### src/rtl/alu_operand_stage_pkg.sv
// Shared types and constants for the decode/execute operand stage.
package alu_operand_stage_pkg;

    localparam int XLEN_DEFAULT = 32;
    localparam int REG_ADDR_W   = 5;

    // Meaning of each source slot feeding an operand mux.
    typedef enum logic [1:0] {
        SRC_REG   = 2'd0,
        SRC_IMM   = 2'd1,
        SRC_PC    = 2'd2,
        SRC_CONST = 2'd3
    } src_idx_e;

    // Occupancy of the two-entry skid buffer.
    typedef enum logic [1:0] {
        ST_EMPTY = 2'd0,
        ST_ONE   = 2'd1,
        ST_TWO   = 2'd2
    } skid_state_e;

endpackage

### src/rtl/alu_operand_stage_if.sv
// Bus between decode/register-read, the operand stage and the ALU.
//
// Handshake: a request moves upstream -> stage on a rising edge where
// IN_VALID & IN_READY are both high; a pair moves stage -> ALU on a rising
// edge where OUT_VALID & OUT_READY are both high. A valid, once raised, keeps
// its payload stable until taken. IN_READY never depends combinationally on
// OUT_READY.
interface alu_operand_stage_if
    import alu_operand_stage_pkg::*;
#(
    parameter int XLEN    = XLEN_DEFAULT,
    parameter int NUM_SRC = 4
);
    localparam int SEL_W = $clog2(NUM_SRC);

    logic                    IN_VALID;
    logic                    IN_READY;
    logic [SEL_W-1:0]        A_SEL;
    logic [SEL_W-1:0]        B_SEL;
    logic [NUM_SRC*XLEN-1:0] SRC_A;
    logic [NUM_SRC*XLEN-1:0] SRC_B;
    logic [REG_ADDR_W-1:0]   RS1_ADDR;
    logic [REG_ADDR_W-1:0]   RS2_ADDR;
    logic                    FWD_VALID;
    logic [REG_ADDR_W-1:0]   FWD_ADDR;
    logic [XLEN-1:0]         FWD_DATA;
    logic                    OUT_VALID;
    logic                    OUT_READY;
    logic [XLEN-1:0]         OP_A;
    logic [XLEN-1:0]         OP_B;
    logic                    SEL_ERR;

    // Side that drives requests and consumes pairs (decode + ALU).
    modport master (
        output IN_VALID, A_SEL, B_SEL, SRC_A, SRC_B, RS1_ADDR, RS2_ADDR,
               FWD_VALID, FWD_ADDR, FWD_DATA, OUT_READY,
        input  IN_READY, OUT_VALID, OP_A, OP_B, SEL_ERR
    );

    // The operand stage itself.
    modport slave (
        input  IN_VALID, A_SEL, B_SEL, SRC_A, SRC_B, RS1_ADDR, RS2_ADDR,
               FWD_VALID, FWD_ADDR, FWD_DATA, OUT_READY,
        output IN_READY, OUT_VALID, OP_A, OP_B, SEL_ERR
    );

endinterface

### src/rtl/alu_operand_stage_operand_select.sv
// Combinational select for one ALU operand: packed-source mux, range check
// and register-forwarding override on the register-read slot.
module operand_select
    import alu_operand_stage_pkg::*;
#(
    parameter int XLEN    = XLEN_DEFAULT,
    parameter int NUM_SRC = 4
) (
    input  logic [NUM_SRC*XLEN-1:0]       srcs,
    input  logic [$clog2(NUM_SRC)-1:0]    sel,
    input  logic [REG_ADDR_W-1:0]         rs_addr,
    input  logic                          fwd_valid,
    input  logic [REG_ADDR_W-1:0]         fwd_addr,
    input  logic [XLEN-1:0]               fwd_data,
    output logic [XLEN-1:0]               operand,
    output logic                          sel_err
);
    localparam int SEL_W = $clog2(NUM_SRC);

    logic fwd_hit;

    // x0 is hard-wired zero, so a write to it must never be forwarded.
    assign fwd_hit = (sel == SEL_W'(SRC_REG)) && fwd_valid &&
                     (fwd_addr == rs_addr) && (rs_addr != '0);

    // Mux the chosen source; a select that matches no slot yields zero and flags an error.
    always_comb begin
        operand = '0;
        sel_err = 1'b1;
        for (int i = 0; i < NUM_SRC; i++) begin
            if (sel == SEL_W'(i)) begin
                operand = srcs[i*XLEN +: XLEN];
                sel_err = 1'b0;
            end
        end
        if (fwd_hit) begin
            operand = fwd_data;
        end
    end

endmodule

### src/rtl/alu_operand_stage.sv
// Decode -> execute boundary: selects both ALU operands (with forwarding)
// and holds them in a two-entry skid buffer behind a valid/ready handshake.
module alu_operand_stage
    import alu_operand_stage_pkg::*;
#(
    parameter int XLEN    = XLEN_DEFAULT,
    parameter int NUM_SRC = 4
) (
    input  logic                  CLK,
    input  logic                  RST,
    alu_operand_stage_if.slave    bus,
    output skid_state_e           STATE_DBG
);
    logic [XLEN-1:0] sel_a;
    logic [XLEN-1:0] sel_b;
    logic            err_a;
    logic            err_b;

    logic            accept;
    logic            deliver;

    skid_state_e     state;
    logic [XLEN-1:0] head_a;
    logic [XLEN-1:0] head_b;
    logic [XLEN-1:0] skid_a;
    logic [XLEN-1:0] skid_b;
    logic            out_valid_q;
    logic            in_ready_q;
    logic            sel_err_q;

    operand_select #(.XLEN(XLEN), .NUM_SRC(NUM_SRC)) u_sel_a (
        .srcs      (bus.SRC_A),
        .sel       (bus.A_SEL),
        .rs_addr   (bus.RS1_ADDR),
        .fwd_valid (bus.FWD_VALID),
        .fwd_addr  (bus.FWD_ADDR),
        .fwd_data  (bus.FWD_DATA),
        .operand   (sel_a),
        .sel_err   (err_a)
    );

    operand_select #(.XLEN(XLEN), .NUM_SRC(NUM_SRC)) u_sel_b (
        .srcs      (bus.SRC_B),
        .sel       (bus.B_SEL),
        .rs_addr   (bus.RS2_ADDR),
        .fwd_valid (bus.FWD_VALID),
        .fwd_addr  (bus.FWD_ADDR),
        .fwd_data  (bus.FWD_DATA),
        .operand   (sel_b),
        .sel_err   (err_b)
    );

    // Ready comes from a register, so OUT_READY has no path to IN_READY;
    // it is forced low while reset is held.
    assign bus.IN_READY  = in_ready_q & ~RST;
    assign bus.OUT_VALID = out_valid_q;
    assign bus.OP_A      = head_a;
    assign bus.OP_B      = head_b;
    assign bus.SEL_ERR   = sel_err_q;
    assign STATE_DBG     = state;

    assign accept  = bus.IN_VALID & bus.IN_READY;
    assign deliver = out_valid_q & bus.OUT_READY;

    // Skid-buffer FSM: head entry drives the outputs, skid entry absorbs one
    // extra pair when the ALU stalls.
    always_ff @(posedge CLK) begin
        if (RST) begin
            state       <= ST_EMPTY;
            head_a      <= '0;
            head_b      <= '0;
            skid_a      <= '0;
            skid_b      <= '0;
            out_valid_q <= 1'b0;
            in_ready_q  <= 1'b1;
        end else begin
            case (state)
                ST_EMPTY: begin
                    if (accept) begin
                        head_a      <= sel_a;
                        head_b      <= sel_b;
                        out_valid_q <= 1'b1;
                        state       <= ST_ONE;
                    end
                end
                ST_ONE: begin
                    if (accept && deliver) begin
                        head_a <= sel_a;
                        head_b <= sel_b;
                    end else if (accept) begin
                        skid_a     <= sel_a;
                        skid_b     <= sel_b;
                        in_ready_q <= 1'b0;
                        state      <= ST_TWO;
                    end else if (deliver) begin
                        out_valid_q <= 1'b0;
                        state       <= ST_EMPTY;
                    end
                end
                ST_TWO: begin
                    if (deliver) begin
                        head_a     <= skid_a;
                        head_b     <= skid_b;
                        in_ready_q <= 1'b1;
                        state      <= ST_ONE;
                    end
                end
                default: begin
                    state       <= ST_EMPTY;
                    out_valid_q <= 1'b0;
                    in_ready_q  <= 1'b1;
                end
            endcase
        end
    end

    // Sticky flag: any accepted request with an out-of-range select sets it until reset.
    always_ff @(posedge CLK) begin
        if (RST) begin
            sel_err_q <= 1'b0;
        end else if (accept && (err_a || err_b)) begin
            sel_err_q <= 1'b1;
        end
    end

endmodule

### src/flat_wrapper.sv
// flat-port wrapper written by rule: the top's interface ports become plain ports
module alu_operand_stage_flat import alu_operand_stage_pkg::*;
#(
    parameter int XLEN    = XLEN_DEFAULT,
    parameter int NUM_SRC = 4
)
  (CLK, RST, STATE_DBG, bus_IN_VALID, bus_A_SEL, bus_B_SEL, bus_SRC_A, bus_SRC_B, bus_RS1_ADDR, bus_RS2_ADDR, bus_FWD_VALID, bus_FWD_ADDR, bus_FWD_DATA, bus_OUT_READY, bus_IN_READY, bus_OUT_VALID, bus_OP_A, bus_OP_B, bus_SEL_ERR);
  alu_operand_stage_if #(.XLEN(XLEN), .NUM_SRC(NUM_SRC)) bus_i ();
  input  logic CLK;
  input  logic RST;
  output skid_state_e STATE_DBG;
  input wire logic [$bits(bus_i.IN_VALID)-1:0] bus_IN_VALID;
  input wire logic [$bits(bus_i.A_SEL)-1:0] bus_A_SEL;
  input wire logic [$bits(bus_i.B_SEL)-1:0] bus_B_SEL;
  input wire logic [$bits(bus_i.SRC_A)-1:0] bus_SRC_A;
  input wire logic [$bits(bus_i.SRC_B)-1:0] bus_SRC_B;
  input wire logic [$bits(bus_i.RS1_ADDR)-1:0] bus_RS1_ADDR;
  input wire logic [$bits(bus_i.RS2_ADDR)-1:0] bus_RS2_ADDR;
  input wire logic [$bits(bus_i.FWD_VALID)-1:0] bus_FWD_VALID;
  input wire logic [$bits(bus_i.FWD_ADDR)-1:0] bus_FWD_ADDR;
  input wire logic [$bits(bus_i.FWD_DATA)-1:0] bus_FWD_DATA;
  input wire logic [$bits(bus_i.OUT_READY)-1:0] bus_OUT_READY;
  output wire logic [$bits(bus_i.IN_READY)-1:0] bus_IN_READY;
  output wire logic [$bits(bus_i.OUT_VALID)-1:0] bus_OUT_VALID;
  output wire logic [$bits(bus_i.OP_A)-1:0] bus_OP_A;
  output wire logic [$bits(bus_i.OP_B)-1:0] bus_OP_B;
  output wire logic [$bits(bus_i.SEL_ERR)-1:0] bus_SEL_ERR;
  assign bus_i.IN_VALID = bus_IN_VALID;
  assign bus_i.A_SEL = bus_A_SEL;
  assign bus_i.B_SEL = bus_B_SEL;
  assign bus_i.SRC_A = bus_SRC_A;
  assign bus_i.SRC_B = bus_SRC_B;
  assign bus_i.RS1_ADDR = bus_RS1_ADDR;
  assign bus_i.RS2_ADDR = bus_RS2_ADDR;
  assign bus_i.FWD_VALID = bus_FWD_VALID;
  assign bus_i.FWD_ADDR = bus_FWD_ADDR;
  assign bus_i.FWD_DATA = bus_FWD_DATA;
  assign bus_i.OUT_READY = bus_OUT_READY;
  assign bus_IN_READY = bus_i.IN_READY;
  assign bus_OUT_VALID = bus_i.OUT_VALID;
  assign bus_OP_A = bus_i.OP_A;
  assign bus_OP_B = bus_i.OP_B;
  assign bus_SEL_ERR = bus_i.SEL_ERR;
  alu_operand_stage #(.XLEN(XLEN), .NUM_SRC(NUM_SRC)) u_core (.CLK(CLK), .RST(RST), .bus(bus_i), .STATE_DBG(STATE_DBG));
endmodule
### config.mk
export PLATFORM = sky130hd
export DESIGN_NAME = alu_operand_stage_flat
export DESIGN_NICKNAME = d
export VERILOG_FILES = /design/src/rtl/alu_operand_stage_pkg.sv /design/src/rtl/alu_operand_stage_if.sv /design/src/rtl/alu_operand_stage_operand_select.sv /design/src/rtl/alu_operand_stage.sv /design/src/flat_wrapper.sv
export SDC_FILE = /design/constraint.sdc
export NUM_CORES = 1
export LEC_CHECK = 0
export ABC_CLOCK_PERIOD_IN_PS = 3810
export BUFFER_PORTS_ARGS = -buffer_cell sky130_fd_sc_hd__buf_2
export CAP_MARGIN = 20
export CORE_AREA = 2 2 148 150
export CTS_BUF_LIST = sky130_fd_sc_hd__clkbuf_16
export CTS_CLUSTER_DIAMETER = 100
export DETAILED_ROUTE_END_ITERATION = 8
export DIE_AREA = 0 0 150 152
export MAX_ROUTING_LAYER = met4
export SLEW_MARGIN = 20
export SYNTH_ARGS = -nofsm -noshare
export SYNTH_HDL_FRONTEND = slang
export SYNTH_SLANG_ARGS = --single-unit
### constraint.sdc
create_clock -name CLK -period 3.81 [get_ports CLK]
set_input_delay 0.1905 -clock CLK [delete_from_list [all_inputs] [get_ports CLK]]
set_output_delay 0.1905 -clock CLK [all_outputs]
set_load 0.01 [all_outputs]
==> results of run 1 <==
## kinds of logic after synthesis
logic type | Yosys count
muxes | 128
xor gates and xnor gates | 8
and+or+nand+nor | 159
DFF | 133
buffers and inverters | 71
AOI/OAI and AO/OA | 173
## cell usage after synthesis (4+ instances only)
cell type | n | area (sq um)
mux2i_1 | 64 | 641
a211oi_1 | 65 | 488
xor2_1 | 8 | 70.1
a21oi_1 | 4 | 20.0
a22oi_1 | 32 | 240
nor2_1 | 132 | 495
o22ai_1 | 32 | 200
clkbuf_1 | 42 | 158
nand2_1 | 4 | 15.0
mux4_2 | 64 | 1440
dfxtp_1 | 133 | 2660
buf_1 | 4 | 15.0
buf_2 | 18 | 90.1
a2111oi_1 | 27 | 270
a2111oi_2 | 5 | 75.1
nor3_1 | 7 | 35.0
## metrics by stage
step                std cells   util  setup slack (ps)  total power [uW]
finish                   1305  0.461              1380              4150
global route             1305  0.461              1080              4360
CTS                      1304  0.461              1400              4200
detailed placement       1272  0.433              1370              2540
global placement         1272  0.433              1400              2530
floorplan                 672      -              2110              2140
## tightest hold or removal path, stage by stage
cell     delay (ps)
buf_2            90
mux2i_1          80
o22ai_1         100
## layout make-up
| type | count | area [sq um] | area share |
|---|---|---|---|
| diodes | 1 | 2.50 | 0.000254 |
| clock buffers | 17 | 425 | 0.0432 |
| repair buffers | 390 | 2020 | 0.205 |
| clock inverters | 15 | 165 | 0.0168 |
| inverters | 1 | 3.75 | 0.000381 |
| well taps | 280 | 350 | 0.0356 |
| multi-input cells | 468 | 4220 | 0.428 |
| flip-flops and latches | 133 | 2660 | 0.270 |
## worst paths after layout
| check | start | to | cells after the start |
|---|---|---|---|
| worst max-delay path | u_core.in_ready_q | u_core.skid_b[4] | 6 |
| worst min-delay path | bus_FWD_DATA[30] | u_core.bus.OP_B[30] | 3 |
| worst max register to register | u_core.in_ready_q | u_core.skid_b[4] | 6 |
| worst min register to register | u_core.bus.SEL_ERR | u_core.bus.SEL_ERR | 1 |
## routing by layer
| layer | vias up | global-route usage | share of wire |
|---|---|---|---|
| met1 | 3313 | 0.260 | 0.41 |
| met4 | 0 | 0.0562 | 0.012 |
| met3 | 19 | 0.0526 | 0.075 |
| met5 | - | - | 0 |
| met2 | 275 | 0.368 | 0.50 |
| li1 | 3313 | - | - |
## sequential cells by signal, summed over array words and instances (netlist names)
register and flops:
u_core.bus.OUT_VALID 1, u_core.skid_a 32, u_core.skid_b 32, u_core.STATE_DBG 2, u_core.in_ready_q 1, u_core.bus.OP_B 32
u_core.bus.OP_A 32, u_core.bus.SEL_ERR 1
## power breakdown
part           internal (uW)  leakage [uW]  switching (uW)
clock network           1020      0.000295             627
logic                    442       0.00316             464
registers               1520       0.00109            72.0
==> run_results.csv, run 1 <==
group,metric,value,unit
run_status,status,"complete, no violations",
clock_network,cts_tree,"yes",
yosys,yosysWarnings,0,
detailed_routing,wl_per_cell,18.9,microns
sta,finalSetupViolCount,0,
yosys,ys.flop_type,"dfxtp_1",
detailed_routing,vias,6920,
yosys,synthAdderAreaFrac,0,
setup_path,critical_path_buf_inv_count,1,
place,routabilityCongestion,0.804,
detailed_routing,wirelength,24700,microns
yosys,synth_xor_area_frac,0.00977,
sta,min_period,2430,ps
pwr,power.density,421,mW/mm^2
sta,maxSlewViolCount,0,
die,ioPinCount,381,
setup_path,crit_path_cell_trace,"nand2_1 -> nor3_2 -> and3_4 -> buf_12 -> nor2_1 -> a211oi_1",
place,place_hpwl,17600,microns
setup_path,cp_top_family,"simple AND/OR/NAND/NOR gates",
clock_network,cts_resized,0,
die,start_util,0.336,
yosys,yosys.cell_types.count,35,
setup_path,worstPathRequired,4120,ps
place,dpl_cell_area,0.00925,sq mm
die,dieArea,0.0228,sq mm
yosys,synth_edf_count,0,
clock_network,clk_pin_slew,60,ps
clock_network,cts_buffers,17,
global_route,track_usage,0.218,
clock_network,cts_sinks,133,
die,die_h,152,microns
sta,finalSetupTns,0,ps
yosys,synthMuxAreaShare,0.290,
setup_path,arrival,2740,ps
clock_network,cts_setup_buffers,0,
sta,hold_slack,104,ps
global_route,antenna_found_initial,1,
clock_network,ctsHoldBuffers,0,
setup_path,cp_max_fo,74,
sta,clock-skew-final,8.41,ps
yosys,synth_compound_gate_area_share,0.191,
yosys,synth.net_count,984,
pwr,leakagePower,0.00454,uW
detailed_routing,drtIter0Drc,269,
finish,finalInstanceArea,0.00984,sq mm
clock_network,clock-root-buffer,"clkbuf_16",
clock_network,clockBufferDepth,2,
clock_network,htree_levels,4,
flow_run,maxCapViolations,0,
setup_path,max_stage_delay,650,ps
setup_path,reg2reg_slack,1380,ps
sta,relSlewSlack,0.351,
sta,period_share,0.637,
setup_path,start_kind,"flip-flop",
yosys,synth_cells,672,
die,rows,54,
finish,nNetsFinal,1323,
yosys,synthSimpleGateAreaFrac,0.0911,
detailed_routing,ant_nets,0,
setup_path,crit_slowest_cell,"and3_4",
yosys,async_reset_ff_frac,0,
global_route,grt_pass1_wl,37400,microns
die,die_w,150,microns
die,core_area,0.0214,sq mm
finish,drive_gt1_frac,0.488,
sta,rsz0062_at_grt,"no",
yosys,ys_ff_latch,133,
global_route,grt_max_degree,83,
finish,fillers,2099,
place,port_buffers,380,
yosys,ys_seq_area_frac,0.371,
yosys,synth_area,0.00717,sq mm
sta,hold_viol_final,0,
global_route,grt_pass1_vias,6958,
global_route,grt_remaining_overflow,0,
yosys,syn-mean-instance-area,10.7,sq um
yosys,synth_top_family_by_area,"multiplexers",
finish,area_delta_synth_final,37.3,%
finish,mostFrequentLayoutCells,"379 x buf_2, 133 x dfxtp_1, 131 x nor2_1",
pwr,vdd_drop_max,253,uV
finish,final_common_cell,"buf_2",
clock_network,clk_latency,410,ps
detailed_routing,drt_pass1_iterations,4,
sta,clock.fmax,0.412,GHz
setup_path,crit_path_end_kind,"flip-flop",
setup_path,worstSetupPathType,"flip-flop to flip-flop",
min_path,hold_class,"input pin to flip-flop",
detailed_routing,drc,0,
sta,worstMarginPinSlew,971,ps
detailed_routing,vias_per_cell,5.30,
Power figures use the tool's default switching activity.
==> run 2: changes to the inputs <==
--- a/config.mk
+++ b/config.mk
@@ -5,7 +5,7 @@
 export SDC_FILE = /design/constraint.sdc
 export NUM_CORES = 1
 export LEC_CHECK = 0
-export ABC_CLOCK_PERIOD_IN_PS = 3810
+export ABC_CLOCK_PERIOD_IN_PS = 2200
 export BUFFER_PORTS_ARGS = -buffer_cell sky130_fd_sc_hd__buf_2
 export CAP_MARGIN = 20
 export CORE_AREA = 2 2 148 150
@@ -14,6 +14,7 @@
 export DETAILED_ROUTE_END_ITERATION = 8
 export DIE_AREA = 0 0 150 152
 export MAX_ROUTING_LAYER = met4
+export PLACE_DENSITY = 0.66
 export SLEW_MARGIN = 20
 export SYNTH_ARGS = -nofsm -noshare
 export SYNTH_HDL_FRONTEND = slang
==> constraint.sdc (replaced) <==
create_clock -name CLK -period 2.2 [get_ports CLK]
set_input_delay 0.11 -clock CLK [delete_from_list [all_inputs] [get_ports CLK]]
set_output_delay 0.11 -clock CLK [all_outputs]
set_load 0.01 [all_outputs]
==> run_results.csv, run 2 (same netlist as run 1, synthesis figures left out) <==
group,metric,value,unit
pwr,power_frac_seq,0.393,
sta,relSlewSlack,0.517,
sta,min_period,1990,ps
detailed_routing,vias_per_cell,5.28,
clock_network,clockBufferDepth,2,
clock_network,cts_resized,0,
finish,area_delta_synth_final,39.4,%
die,die_w,150,microns
run_status,status,"complete, no violations",
detailed_routing,wirelength,24600,microns
sta,maxSlewViolCount,0,
setup_path,crit_path_cell_trace,"nand2_1 -> nor3_2 -> o21a_2 -> buf_4 -> nor2_1 -> a2111oi_1",
setup_path,worstSetupPathType,"flip-flop to flip-flop",
clock_network,ctsHoldBuffers,0,
clock_network,cts_sinks,133,
die,dieArea,0.0228,sq mm
detailed_routing,drtIter0Drc,306,
detailed_routing,drc,0,
finish,finalInstanceArea,0.0100,sq mm
finish,fillers,2028,
clock_network,cts_buffers,17,
detailed_routing,ant_nets,0,
detailed_routing,vias,6958,
clock_network,htree_levels,4,
global_route,track_usage,0.218,
finish,mostFrequentLayoutCells,"379 x buf_2, 133 x dfxtp_1, 131 x nor2_1",
pwr,power.density,703,mW/mm^2
place,port_buffers,380,
pwr,p_switching,2030,uW
sta,rsz0062_at_grt,"no",
global_route,grt_max_degree,135,
setup_path,start_kind,"flip-flop",
finish,nNetsFinal,1337,
clock_network,clk_latency,410,ps
sta,finalSetupTns,0,ps
place,place_hpwl,18400,microns
die,ioPinCount,381,
sta,finalSetupViolCount,0,
sta,clock.fmax,0.502,GHz
global_route,antenna_found_initial,1,
clock_network,cts_setup_buffers,0,
die,rows,54,
sta,hold_slack,27.9,ps
setup_path,crit_slowest_cell,"dfxtp_1",
finish,final_common_cell,"buf_2",
setup_path,worstPathRequired,2490,ps
pwr,p_sw_frac,0.289,
setup_path,crit_path_end_kind,"flip-flop",
sta,period_share,0.905,
sta,fin_ws,209,ps
global_route,grt_pass1_wl,37300,microns
clock_network,clk_pin_slew,60,ps
global_route,grt_pass1_vias,6903,
place,dpl_cell_area,0.00941,sq mm
pwr,vdd_drop_max,517,uV
sta,hold_viol_final,0,
detailed_routing,wl_per_cell,18.6,microns
place,place_ws,143,ps
setup_path,cp_max_fo,19,
die,start_util,0.336,
die,core_area,0.0214,sq mm
pwr,internal_power,5000,uW
pwr,p_comb_frac,0.230,
pwr,leakagePower,0.00461,uW
min_path,hold_class,"input pin to flip-flop",
clock_network,cts_tree,"yes",
place,routabilityCongestion,0.803,
global_route,grt_remaining_overflow,0,
clock_network,clock-root-buffer,"clkbuf_16",
flow_run,maxCapViolations,0,
setup_path,max_stage_delay,380,ps
detailed_routing,drt_pass1_iterations,5,
pwr,p_clk_frac,0.377,
sta,worstMarginPinSlew,725,ps
finish,drive_gt1_frac,0.495,
sta,clock-skew-final,11.5,ps
setup_path,arrival,2280,ps
die,die_h,152,microns
## run 2: cell types whose count changed in the layout (fill, tap and decap cells not counted)
cell        delta
buf_12         +5
buf_16         +1
buf_4          +8
bufinv_16      -2
clkinv_2       -4
clkinv_4       +1
clkinvlp_4     +3
inv_6          +2
## run 2: path summary, 6_finish.rpt
path                       from                  end  slack [ps]  cells past startpoint
max           u_core.in_ready_q  u_core.bus.OP_A[10]         210                      6
min            bus_FWD_DATA[16]  u_core.bus.OP_B[16]          30                      3
max reg2reg   u_core.in_ready_q  u_core.bus.OP_A[10]         210                      6
min reg2reg  u_core.bus.SEL_ERR   u_core.bus.SEL_ERR         470                      1
## run 2: cell type report
cell class / count / area (sq um) / area share
Tap cell: 280 / 350 / 0.0350
Multi-Input combinational cell: 468 / 4220 / 0.422
Clock inverter: 15 / 134 / 0.0134
Inverter: 1 / 3.75 / 0.000375
Sequential cell: 133 / 2660 / 0.266
Timing Repair Buffer: 404 / 2200 / 0.220
Clock buffer: 17 / 425 / 0.0425
Antenna cell: 1 / 2.50 / 0.000250
## run 2: critical path, delay by kind of cell (launching register included)
kind	cells	cell delay (ps)
and+or+nand+nor	3	600
AOI/OAI and AO/OA	2	600
buffers and inverters	1	270
DFF	1	380
## run 2: stage by stage
step	utilization	instances	total power [uW]
2_1_floorplan	-	672	3700
3_3_place_gp	0.441	1285	4400
3_5_place_dp	0.441	1285	4430
4_1_cts	0.467	1317	7110
5_1_grt	0.468	1319	7400
6_report	0.468	1319	7030
## run 2: power by group through the flow
stage | logic [uW] | clock network (uW) | registers [uW]
floorplan | 832 | 0 | 2870
global placement | 1590 | 0 | 2800
detailed placement | 1620 | 0 | 2810
CTS | 1630 | 2720 | 2760
global route | 1770 | 2840 | 2790
finish | 1620 | 2650 | 2760
## run 2: routing by layer
layer	track usage	part of all wire	up-vias
met1	0.259	0.41	3319
met4	0.0580	0.013	0
met2	0.369	0.51	274
met3	0.0532	0.066	18
met5	-	0	-
li1	-	-	3347
==> run 3: changes to the inputs <==
--- a/config.mk
+++ b/config.mk
@@ -9,13 +9,12 @@
 export BUFFER_PORTS_ARGS = -buffer_cell sky130_fd_sc_hd__buf_2
 export CAP_MARGIN = 20
 export CORE_AREA = 2 2 148 150
-export CTS_BUF_LIST = sky130_fd_sc_hd__clkbuf_16
 export CTS_CLUSTER_DIAMETER = 100
 export DETAILED_ROUTE_END_ITERATION = 8
 export DIE_AREA = 0 0 150 152
 export MAX_ROUTING_LAYER = met4
 export PLACE_DENSITY = 0.66
-export SLEW_MARGIN = 20
+export SLEW_MARGIN = 5
 export SYNTH_ARGS = -nofsm -noshare
 export SYNTH_HDL_FRONTEND = slang
 export SYNTH_SLANG_ARGS = --single-unit
==> run_results.csv, run 3 (same netlist as run 1, synthesis figures left out) <==
group,metric,value,unit
setup_path,arrival,2280,ps
die,ioPinCount,381,
finish,mostFrequentLayoutCells,"379 x buf_2, 133 x dfxtp_1, 131 x nor2_1",
flow_run,maxCapViolations,0,
global_route,grt_max_degree,135,
detailed_routing,dr.max_layer_used,"met4",
sta,fin_ws,205,ps
pwr,p_sw_frac,0.288,
sta,maxSlewViolCount,0,
place,routabilityCongestion,0.803,
detailed_routing,drtIter0Drc,306,
die,die_h,152,microns
setup_path,start_kind,"flip-flop",
detailed_routing,wl_per_cell,18.6,microns
pwr,p_clk_frac,0.380,
detailed_routing,wl_met3,1630,microns
die,die_w,150,microns
min_path,hold_class,"input pin to flip-flop",
finish,finalNonFillerCells,1319,
setup_path,crit_path_end_kind,"flip-flop",
die,rows,54,
clock_network,clk_latency,410,ps
global_route,track_usage,0.218,
clock_network,clock-root-buffer,"clkbuf_16",
clock_network,cts_resized,0,
clock_network,htree_levels,4,
place,place_ws,143,ps
clock_network,clockBufferDepth,2,
detailed_routing,routed-wl-met2,12500,microns
die,dieArea,0.0228,sq mm
sta,finalSetupViolCount,0,
pwr,p_switching,2030,uW
clock_network,cts_setup_buffers,0,
die,core_area,0.0214,sq mm
pwr,leakagePower,0.00461,uW
detailed_routing,drt_pass1_iterations,5,
detailed_routing,drc,0,
detailed_routing,ant_nets,0,
finish,area_delta_synth_final,39.6,%
sta,finalSetupTns,0,ps
global_route,grt_pass1_vias,6903,
sta,period_share,0.907,
sta,rsz0062_at_grt,"no",
pwr,vdd_drop_max,518,uV
finish,drive_gt1_frac,0.496,
clock_network,clk_pin_slew,60,ps
detailed_routing,vias,6957,
place,dp.cells,1285,
finish,nNetsFinal,1337,
place,port_buffers,380,
sta,clock-skew-final,11.5,ps
place,place_hpwl,18400,microns
pwr,power.density,706,mW/mm^2
global_route,grt_remaining_overflow,0,
setup_path,worstSetupPathType,"flip-flop to flip-flop",
run_status,status,"complete, no violations",
setup_path,worstPathRequired,2490,ps
global_route,grt_pass1_wl,37300,microns
pwr,power_frac_seq,0.391,
clock_network,cts_sinks,133,
setup_path,cp_max_fo,19,
clock_network,ctsHoldBuffers,0,
global_route,antenna_found_initial,1,
detailed_routing,vias_per_cell,5.27,
detailed_routing,wirelength,24500,microns
finish,final_common_cell,"buf_2",
die,start_util,0.336,
sta,min_period,1990,ps
finish,finalInstanceArea,0.0100,sq mm
sta,hold_viol_final,0,
sta,relSlewSlack,0.525,
pwr,internal_power,5040,uW
sta,worstMarginPinSlew,713,ps
sta,clock.fmax,0.501,GHz
detailed_routing,drt-met1-wl,10100,microns
clock_network,cts_tree,"yes",
place,dpl_cell_area,0.00941,sq mm
clock_network,cts_buffers,17,
pwr,p_comb_frac,0.229,
==> run 3: path summary, 6_finish.rpt <==
path | slack [ps] | end | depth (start not counted) | start
hold reg to reg | 470 | u_core.bus.SEL_ERR | 1 | u_core.bus.SEL_ERR
hold / removal | 30 | u_core.bus.OP_B[16] | 3 | bus_FWD_DATA[16]
setup / recovery | 210 | u_core.bus.OP_A[10] | 6 | u_core.in_ready_q
setup reg to reg | 210 | u_core.bus.OP_A[10] | 6 | u_core.in_ready_q
==> run 3: stage by stage <==
step / utilization / hold WS [ps] / power [uW]
5_1_grt: 0.469 / 17.6 / 7440
3_3_place_gp: 0.441 / 438 / 4400
2_1_floorplan: - / 291 / 3700
6_report: 0.469 / 28.4 / 7070
4_1_cts: 0.467 / 2.98 / 7150
3_5_place_dp: 0.441 / 440 / 4430
==> run 3: area by class of cell <==
cell class	count	area, sq um
fillers	2027	11300
multi-input cells	468	4220
flip-flops and latches	133	2660
repair buffers	404	2200
clock buffers	19	443
well taps	280	350
clock inverters	13	126
inverters	1	3.75
diodes	1	2.50
==> run 3: worst max-delay path, stage by stage, from the launching register on <==
cell	delay (ps)
dfxtp_1	380
nand2_1	150
nor3_2	370
o21a_2	220
buf_4	280
nor2_1	80
a2111oi_1	380
==> run 3: power by group through the flow <==
stage               combinational [uW]  clock (uW)  sequential (uW)
finish                            1620        2690             2760
global route                      1770        2880             2790
CTS                               1630        2760             2760
detailed placement                1620           0             2810
global placement                  1590           0             2800
floorplan                          832           0             2870
==> run 3: per-layer routing <==
| metal | vias up | global-route usage |
|---|---|---|
| li1 | 3346 | - |
| met1 | 3319 | 0.259 |
| met2 | 274 | 0.369 |
| met3 | 18 | 0.0532 |
| met4 | 0 | 0.0580 |
| met5 | - | - |
